<file path="config.mk">
export PLATFORM = sky130hd
export DESIGN_NAME = verify_tracker_flat
export DESIGN_NICKNAME = d
export VERILOG_FILES = /design/src/rtl/verify_tracker_if.sv /design/src/rtl/verify_tracker.sv /design/src/flat_wrapper.sv
export SDC_FILE = /design/constraint.sdc
export NUM_CORES = 1
export LEC_CHECK = 0
export CORE_ASPECT_RATIO = 1.1
export CORE_MARGIN = 5
export CORE_UTILIZATION = 55
export DETAILED_ROUTE_END_ITERATION = 7
export DONT_BUFFER_PORTS = 1
export GPL_TIMING_DRIVEN = 0
export HOLD_SLACK_MARGIN = 0.05
export PLACE_DENSITY = 0.7
export SLEW_MARGIN = 5
export SYNTH_ARGS = -nofsm -noshare
export SYNTH_HDL_FRONTEND = slang
export SYNTH_SLANG_ARGS = --single-unit
export TNS_END_PERCENT = 30
</file>
<file path="constraint.sdc">
create_clock -name clk -period 3.02 [get_ports clk]
set_input_delay 0.453 -clock clk [delete_from_list [all_inputs] [get_ports clk]]
set_output_delay 0.453 -clock clk [all_outputs]
set_load 0.01 [all_outputs]
</file>
<file path="src/rtl/verify_tracker_if.sv">
// ---------------------------------------------------------------------------
// verify_tracker_if
//   Bundles the sample handshake, the verify-stage flags, the clear strobe
//   and the statistics/status outputs of verify_tracker.
//
//   master : sample source / control side (drives samples, flags, clr)
//   slave  : the tracker itself (drives in_ready, result strobe, counters,
//            streak, state, locked and, with VERIFY_TRK_TAG_EN defined,
//            last_fail_tag)
//
//   Optional feature macro: VERIFY_TRK_TAG_EN adds last_fail_tag.
// ---------------------------------------------------------------------------
interface verify_tracker_if #(
  parameter int CNT_W    = 16,
  parameter int STREAK_W = 4
);
  logic                in_valid;
  logic                in_ready;
  logic [7:0]          sample_tag;
  logic                enc_match;
  logic                hash_match;
  logic                valid_flag;
  logic                clr;
  logic                result_valid;
  logic [CNT_W-1:0]    total_cnt;
  logic [CNT_W-1:0]    pass_cnt;
  logic [CNT_W-1:0]    enc_fail_cnt;
  logic [CNT_W-1:0]    hash_fail_cnt;
  logic [STREAK_W-1:0] streak;
  logic [1:0]          state;
  logic                locked;
`ifdef VERIFY_TRK_TAG_EN
  logic [7:0]          last_fail_tag;
`endif

  modport master (
`ifdef VERIFY_TRK_TAG_EN
    input  last_fail_tag,
`endif
    output in_valid, sample_tag, enc_match, hash_match, valid_flag, clr,
    input  in_ready, result_valid, total_cnt, pass_cnt, enc_fail_cnt,
           hash_fail_cnt, streak, state, locked
  );

  modport slave (
`ifdef VERIFY_TRK_TAG_EN
    output last_fail_tag,
`endif
    input  in_valid, sample_tag, enc_match, hash_match, valid_flag, clr,
    output in_ready, result_valid, total_cnt, pass_cnt, enc_fail_cnt,
           hash_fail_cnt, streak, state, locked
  );
endinterface

</file>
<file path="src/rtl/verify_tracker.sv">
// ---------------------------------------------------------------------------
// verify_tracker
//   Consumes the registered enc_match/hash_match/valid_flag of the verify
//   stage. Each accepted sample (in_valid & in_ready) is tracked through a
//   LATENCY-deep strobe pipe; when it emerges the flags present that cycle
//   belong to it and are recorded into saturating statistics counters.
//   A consecutive-fail streak drives an OK -> WARN -> LOCKED state machine;
//   LOCKED drops in_ready so no new samples are accepted until clr.
//
//   Ports:
//     clk    : clock, rising edge
//     rst_n  : asynchronous active-low reset
//     trk    : verify_tracker_if.slave (samples, flags, clr, statistics)
//
//   Optional feature macro: VERIFY_TRK_TAG_EN carries sample_tag through
//   the pipe and reports the tag of the latest failing result on
//   last_fail_tag. Without it sample_tag is ignored.
// ---------------------------------------------------------------------------
module verify_tracker #(
  parameter int LATENCY  = 2,
  parameter int CNT_W    = 16,
  parameter int STREAK_W = 4,
  parameter int WARN_TH  = 2,
  parameter int LOCK_TH  = 4
) (
  input logic              clk,
  input logic              rst_n,
  verify_tracker_if.slave  trk
);

  typedef enum logic [1:0] {
    ST_OK     = 2'b00,
    ST_WARN   = 2'b01,
    ST_LOCKED = 2'b10,
    ST_BAD    = 2'b11
  } state_e;

  localparam logic [STREAK_W-1:0] WARN_S = STREAK_W'(WARN_TH);
  localparam logic [STREAK_W-1:0] LOCK_S = STREAK_W'(LOCK_TH);

  state_e              state_q, state_d;
  logic [CNT_W-1:0]    total_q, total_d;
  logic [CNT_W-1:0]    pass_q, pass_d;
  logic [CNT_W-1:0]    enc_fail_q, enc_fail_d;
  logic [CNT_W-1:0]    hash_fail_q, hash_fail_d;
  logic [STREAK_W-1:0] streak_q, streak_d;
  logic                rv_q, rv_d;

  logic                in_ready;
  logic                accept;
  logic                q_valid;
  logic                vpipe_q [LATENCY];

  assign in_ready = (state_q != ST_LOCKED);
  assign accept   = trk.in_valid & in_ready;
  assign q_valid  = vpipe_q[LATENCY-1];

`ifdef VERIFY_TRK_TAG_EN
  logic [7:0] tpipe_q [LATENCY];
  logic [7:0] last_tag_q, last_tag_d;
`else
  // sample_tag has no use without the tag feature.
  logic unused_tag_bits;
  assign unused_tag_bits = ^trk.sample_tag;
`endif

  // Strobe (and optional tag) alignment pipe. clr empties it so samples
  // accepted before the clear never reach the fresh statistics.
  for (genvar gi = 0; gi < LATENCY; gi++) begin : g_pipe
    if (gi == 0) begin : g_head
      always_ff @(posedge clk or negedge rst_n) begin
        if (!rst_n) begin
          vpipe_q[gi] <= 1'b0;
        end else begin
          vpipe_q[gi] <= trk.clr ? 1'b0 : accept;
        end
      end
`ifdef VERIFY_TRK_TAG_EN
      always_ff @(posedge clk or negedge rst_n) begin
        if (!rst_n) begin
          tpipe_q[gi] <= 8'h00;
        end else begin
          tpipe_q[gi] <= trk.sample_tag;
        end
      end
`endif
    end else begin : g_tail
      always_ff @(posedge clk or negedge rst_n) begin
        if (!rst_n) begin
          vpipe_q[gi] <= 1'b0;
        end else begin
          vpipe_q[gi] <= trk.clr ? 1'b0 : vpipe_q[gi-1];
        end
      end
`ifdef VERIFY_TRK_TAG_EN
      always_ff @(posedge clk or negedge rst_n) begin
        if (!rst_n) begin
          tpipe_q[gi] <= 8'h00;
        end else begin
          tpipe_q[gi] <= tpipe_q[gi-1];
        end
      end
`endif
    end
  end

  function automatic logic [CNT_W-1:0] inc_cnt(input logic [CNT_W-1:0] v);
    return (&v) ? v : v + 1'b1;
  endfunction

  function automatic logic [STREAK_W-1:0] inc_streak(input logic [STREAK_W-1:0] v);
    return (&v) ? v : v + 1'b1;
  endfunction

  // Next-state / statistics update. clr wins over everything, including a
  // result emerging from the pipe in the same cycle.
  always_comb begin
    state_d     = state_q;
    total_d     = total_q;
    pass_d      = pass_q;
    enc_fail_d  = enc_fail_q;
    hash_fail_d = hash_fail_q;
    streak_d    = streak_q;
    rv_d        = 1'b0;
`ifdef VERIFY_TRK_TAG_EN
    last_tag_d  = last_tag_q;
`endif
    if (trk.clr) begin
      state_d     = ST_OK;
      total_d     = '0;
      pass_d      = '0;
      enc_fail_d  = '0;
      hash_fail_d = '0;
      streak_d    = '0;
`ifdef VERIFY_TRK_TAG_EN
      last_tag_d  = 8'h00;
`endif
    end else begin
      if (state_q == ST_BAD) begin
        state_d = ST_OK;
      end
      if (q_valid) begin
        rv_d    = 1'b1;
        total_d = inc_cnt(total_q);
        if (trk.valid_flag) begin
          pass_d   = inc_cnt(pass_q);
          streak_d = '0;
          // A pass in LOCKED still clears the streak but keeps the lock.
          if (state_q == ST_WARN) begin
            state_d = ST_OK;
          end
        end else begin
          streak_d = inc_streak(streak_q);
`ifdef VERIFY_TRK_TAG_EN
          last_tag_d = tpipe_q[LATENCY-1];
`endif
          // LOCK is tested first so it wins when both thresholds are met.
          if (state_q != ST_LOCKED) begin
            if (streak_d >= LOCK_S) begin
              state_d = ST_LOCKED;
            end else if (streak_d >= WARN_S) begin
              state_d = ST_WARN;
            end
          end
        end
        if (!trk.enc_match) begin
          enc_fail_d = inc_cnt(enc_fail_q);
        end
        if (!trk.hash_match) begin
          hash_fail_d = inc_cnt(hash_fail_q);
        end
      end
    end
  end

  always_ff @(posedge clk or negedge rst_n) begin
    if (!rst_n) begin
      state_q     <= ST_OK;
      total_q     <= '0;
      pass_q      <= '0;
      enc_fail_q  <= '0;
      hash_fail_q <= '0;
      streak_q    <= '0;
      rv_q        <= 1'b0;
    end else begin
      state_q     <= state_d;
      total_q     <= total_d;
      pass_q      <= pass_d;
      enc_fail_q  <= enc_fail_d;
      hash_fail_q <= hash_fail_d;
      streak_q    <= streak_d;
      rv_q        <= rv_d;
    end
  end

`ifdef VERIFY_TRK_TAG_EN
  always_ff @(posedge clk or negedge rst_n) begin
    if (!rst_n) begin
      last_tag_q <= 8'h00;
    end else begin
      last_tag_q <= last_tag_d;
    end
  end
  assign trk.last_fail_tag = last_tag_q;
`endif

  assign trk.in_ready      = in_ready;
  assign trk.result_valid  = rv_q;
  assign trk.total_cnt     = total_q;
  assign trk.pass_cnt      = pass_q;
  assign trk.enc_fail_cnt  = enc_fail_q;
  assign trk.hash_fail_cnt = hash_fail_q;
  assign trk.streak        = streak_q;
  assign trk.state         = state_q;
  assign trk.locked        = (state_q == ST_LOCKED);

endmodule

</file>
<file path="src/flat_wrapper.sv">
// flat-port wrapper written by rule: the top's interface ports become plain ports
module verify_tracker_flat 
#(
  parameter int LATENCY  = 2,
  parameter int CNT_W    = 16,
  parameter int STREAK_W = 4,
  parameter int WARN_TH  = 2,
  parameter int LOCK_TH  = 4
)
  (clk, rst_n, trk_in_valid, trk_sample_tag, trk_enc_match, trk_hash_match, trk_valid_flag, trk_clr, trk_in_ready, trk_result_valid, trk_total_cnt, trk_pass_cnt, trk_enc_fail_cnt, trk_hash_fail_cnt, trk_streak, trk_state, trk_locked);
  verify_tracker_if #(.CNT_W(CNT_W), .STREAK_W(STREAK_W)) trk_i ();
  input logic clk;
  input logic rst_n;
  input wire logic [$bits(trk_i.in_valid)-1:0] trk_in_valid;
  input wire logic [$bits(trk_i.sample_tag)-1:0] trk_sample_tag;
  input wire logic [$bits(trk_i.enc_match)-1:0] trk_enc_match;
  input wire logic [$bits(trk_i.hash_match)-1:0] trk_hash_match;
  input wire logic [$bits(trk_i.valid_flag)-1:0] trk_valid_flag;
  input wire logic [$bits(trk_i.clr)-1:0] trk_clr;
  output wire logic [$bits(trk_i.in_ready)-1:0] trk_in_ready;
  output wire logic [$bits(trk_i.result_valid)-1:0] trk_result_valid;
  output wire logic [$bits(trk_i.total_cnt)-1:0] trk_total_cnt;
  output wire logic [$bits(trk_i.pass_cnt)-1:0] trk_pass_cnt;
  output wire logic [$bits(trk_i.enc_fail_cnt)-1:0] trk_enc_fail_cnt;
  output wire logic [$bits(trk_i.hash_fail_cnt)-1:0] trk_hash_fail_cnt;
  output wire logic [$bits(trk_i.streak)-1:0] trk_streak;
  output wire logic [$bits(trk_i.state)-1:0] trk_state;
  output wire logic [$bits(trk_i.locked)-1:0] trk_locked;
  assign trk_i.in_valid = trk_in_valid;
  assign trk_i.sample_tag = trk_sample_tag;
  assign trk_i.enc_match = trk_enc_match;
  assign trk_i.hash_match = trk_hash_match;
  assign trk_i.valid_flag = trk_valid_flag;
  assign trk_i.clr = trk_clr;
  assign trk_in_ready = trk_i.in_ready;
  assign trk_result_valid = trk_i.result_valid;
  assign trk_total_cnt = trk_i.total_cnt;
  assign trk_pass_cnt = trk_i.pass_cnt;
  assign trk_enc_fail_cnt = trk_i.enc_fail_cnt;
  assign trk_hash_fail_cnt = trk_i.hash_fail_cnt;
  assign trk_streak = trk_i.streak;
  assign trk_state = trk_i.state;
  assign trk_locked = trk_i.locked;
  verify_tracker #(.LATENCY(LATENCY), .CNT_W(CNT_W), .STREAK_W(STREAK_W), .WARN_TH(WARN_TH), .LOCK_TH(LOCK_TH)) u_core (.clk(clk), .rst_n(rst_n), .trk(trk_i));
endmodule
</file>
==> results.txt <==
final setup TNS -> 0 ps
Bufs and invs on worst path -> 2
Top FF cell, synth -> dfrtp_1
RSZ-0062 raised after global routing -> no
Worst Clk Skew -> 11.9 ps
starting density of the core -> 56.6%
GRT Util Overall -> 22.3%
die area -> 9550 sq um
PortBufs -> 0
Data arrival, critical path -> 2420 ps
first-pass GRT wire length -> 17000 microns
leakage -> 1.81 nW
DRT Pass-1 Iters -> 5
H-tree levels -> 3
CP startpoint kind -> register
Yosys warning count -> 0
Clock transition at path regs -> 70 ps
CTS tree -> yes
CP cell instances -> ha_1 -> nand4_2 -> o41ai_2 -> buf_4 -> buf_6 -> mux2i_1 -> nor2_1
Hold Path Class -> in2reg
relative slew slack -> 56.2%
commonest cells in the netlist -> dfrtp_1 (73), a21oi_1 (48), nand2_1 (31)
core box area -> 7470 sq um
die height -> 102 microns
Final min period -> 2210 ps
footprint of the multi-input gates -> 2280 sq um
Ports -> 88
Yosys cell types -> 59
DRT antenna net count -> 0
Hold Fails Final Rpt -> 0
total CTS buffers -> 9
initial antenna violation count -> 0
Slew Limit Fails -> 0
Syn Area/Cell -> 9.36 sq um
sequential area share after synthesis -> 43.2%
Mapped Cells -> 452
status -> finished, final reports clean
Post-synth EDFFs -> 0
count leader, synth -> dfrtp_1
WL final -> 10400 microns
routed len/inst -> 18.2 microns
Setup violations, final -> 0
Final Cycle Share -> 73.1%
Die W -> 93.6 microns
maxcap violations -> 0
Longest Clk Path Bufs -> 2
crit path kind -> reg2reg
post-synth top area cell -> dfrtp_1
CTS sink count -> 73
synthesized area -> 4230 sq um
hold_buf cts -> 2
Worst-Margin Slew -> 650 ps
worst stage delay on the critical path -> 490 ps
VDD IR max -> 0.224 mV
worst skew pair latency -> 350 ps
DR vias/cell -> 6.42
clock root buffer master -> clkbuf_8
Overflow after GRT -> 0
buffer count from post-CTS setup fixing -> 0
Max Freq -> 453 MHz
Critical Path RT -> 3230 ps
nets -> 486
share of the synthesized area in the top cell type -> 43.2%
Seq. cell area -> 1830 sq um
final worst slack -> 812 ps
Synth area leaders -> dfrtp_1 (43%), a21oi_1 (5.7%), mux2_2 (4.5%)
CP Capture Type -> register
Ant. Diodes -> 0
filler cell count -> 638
routed vias -> 3693
PwrDens -> 395 nW/um^2
DRC -> 0
largest net degree at the start of global routing -> 74
Final GP Congestion -> 0.851
Async S/R FF share, synth -> 100%
Yosys reg bits -> 73
CP top delay family -> flip-flops
PostCTS Resize Cnt -> 0
Final HPWL DP -> 7410 microns
share of cells above drive strength 1 -> 11.5%
initial DRC count -> 204
Max stage delay cell, worst path -> dfrtp_1
FP Rows -> 33
P&R area growth vs syn -> 8.55%
Place WS -> 804 ps
vias in the first global route -> 3488
Synthesized Nets -> 473
CP max FO -> 10
==> state kept, by name, indices dropped and copies added (netlist names) <==
| signal | flops |
|---|---|
| u_core.vpipe_q | 1 |
| u_core.trk.pass_cnt | 16 |
| u_core.trk.streak | 4 |
| u_core.q_valid | 1 |
| u_core.trk.enc_fail_cnt | 16 |
| u_core.trk.hash_fail_cnt | 16 |
| u_core.trk.result_valid | 1 |
| u_core.trk.state | 2 |
| u_core.trk.total_cnt | 16 |
==> cells by family (layout without fill, tap and decap cells) <==
| kind of cell | Yosys count | count (layout) | share of synthesized area [%] |
|---|---|---|---|
| AO/OA/AOI/OAI | 112 | 112 | 16.7 |
| XOR/XNOR | 3 | 3 | 0.621 |
| adder cells (fa/ha/maj) | 7 | 7 | 2.01 |
| buffers and inverters | 28 | 46 | 2.99 |
| flip-flops | 73 | 73 | 43.2 |
| multiplexers | 20 | 20 | 5.24 |
| AND/OR/NAND/NOR | 209 | 209 | 29.2 |
==> report_power, final <==
part           switching, mW  total, mW  leakage (nW)  internal [mW]
Combinational         0.0611     0.0856         0.686         0.0244
Sequential           0.00886      0.990          1.02          0.981
Clock                  0.353      0.740         0.102          0.386
Total                  0.423       1.82          1.81           1.39
==> cell type report <==
type | count | area share, %
plain buffers | 20 | 2.10
inverters | 8 | 0.654
well taps | 105 | 2.86
multi-input cells | 351 | 49.6
flip-flops and latches | 73 | 39.8
clock buffers | 14 | 3.98
repair buffers | 2 | 0.817
clock inverters | 2 | 0.218
==> cells in the final DEF (no fill, tap or decap), types with 3 or more instances in the layout <==
cell type,netlist,routed
dfrtp_1,73,73
a21oi_1,48,48
nand2_1,31,31
nor2_1,30,30
nor2b_1,21,21
nand4_1,21,21
or4_1,20,20
nand3_1,19,19
o21ai_0,19,19
o31ai_1,18,18
mux2_2,17,17
clkbuf_1,13,14
or3_1,13,13
clkbuf_8,0,13
nor4_1,10,10
inv_1,8,8
nand2b_1,7,7
and3_1,7,7
ha_1,6,6
a211oi_1,5,5
and4_1,4,4
nor3_1,4,4
mux2i_1,3,3
and2_1,3,3
buf_4,3,3
xor2_1,3,3
and4b_1,3,3
==> final timing paths <==
| check | end | cells past startpoint | slack [ps] | start |
|---|---|---|---|---|
| worst min register to register | u_core.q_valid$_DFF_PN0_ | 1 | 460 | u_core.vpipe_q[1]$_DFF_PN0_ |
| max in group asynchronous | u_core.trk.hash_fail_cnt[10]$_DFFE_PN0P_ | 2 | 2040 | rst_n |
| worst max-delay path | u_core.trk.pass_cnt[1]$_DFFE_PN0P_ | 7 | 810 | u_core.trk.pass_cnt[0]$_DFFE_PN0P_ |
| worst max register to register | u_core.trk.pass_cnt[1]$_DFFE_PN0P_ | 7 | 810 | u_core.trk.pass_cnt[0]$_DFFE_PN0P_ |
| worst min-delay path | u_core.trk.streak[0]$_DFFE_PN0P_ | 2 | 260 | trk_valid_flag |
| min in group asynchronous | u_core.trk.enc_fail_cnt[2]$_DFFE_PN0P_ | 2 | 660 | rst_n |
==> metal layers <==
metal | track usage (%) | part of all wire (%)
met3 | 8.32 | 8.6
met4 | 6.22 | 1.1
met1 | 28.5 | 43
met5 | 0 | 0
met2 | 36.0 | 47
==> per-stage QoR <==
step / hold WS, ps / total power [mW] / utilization (%) / area (sq um) / cells
3_3_place_gp: 160 / 1.07 / 58.4 / 4360 / 557
3_5_place_dp: 159 / 1.07 / 58.4 / 4360 / 557
4_1_cts: 248 / 1.83 / 61.4 / 4590 / 575
6_report: 259 / 1.82 / 61.4 / 4590 / 575
5_1_grt: 255 / 1.88 / 61.4 / 4590 / 575
2_1_floorplan: 157 / 1.05 / - / 4230 / 452
Power figures use the tool's default switching activity.
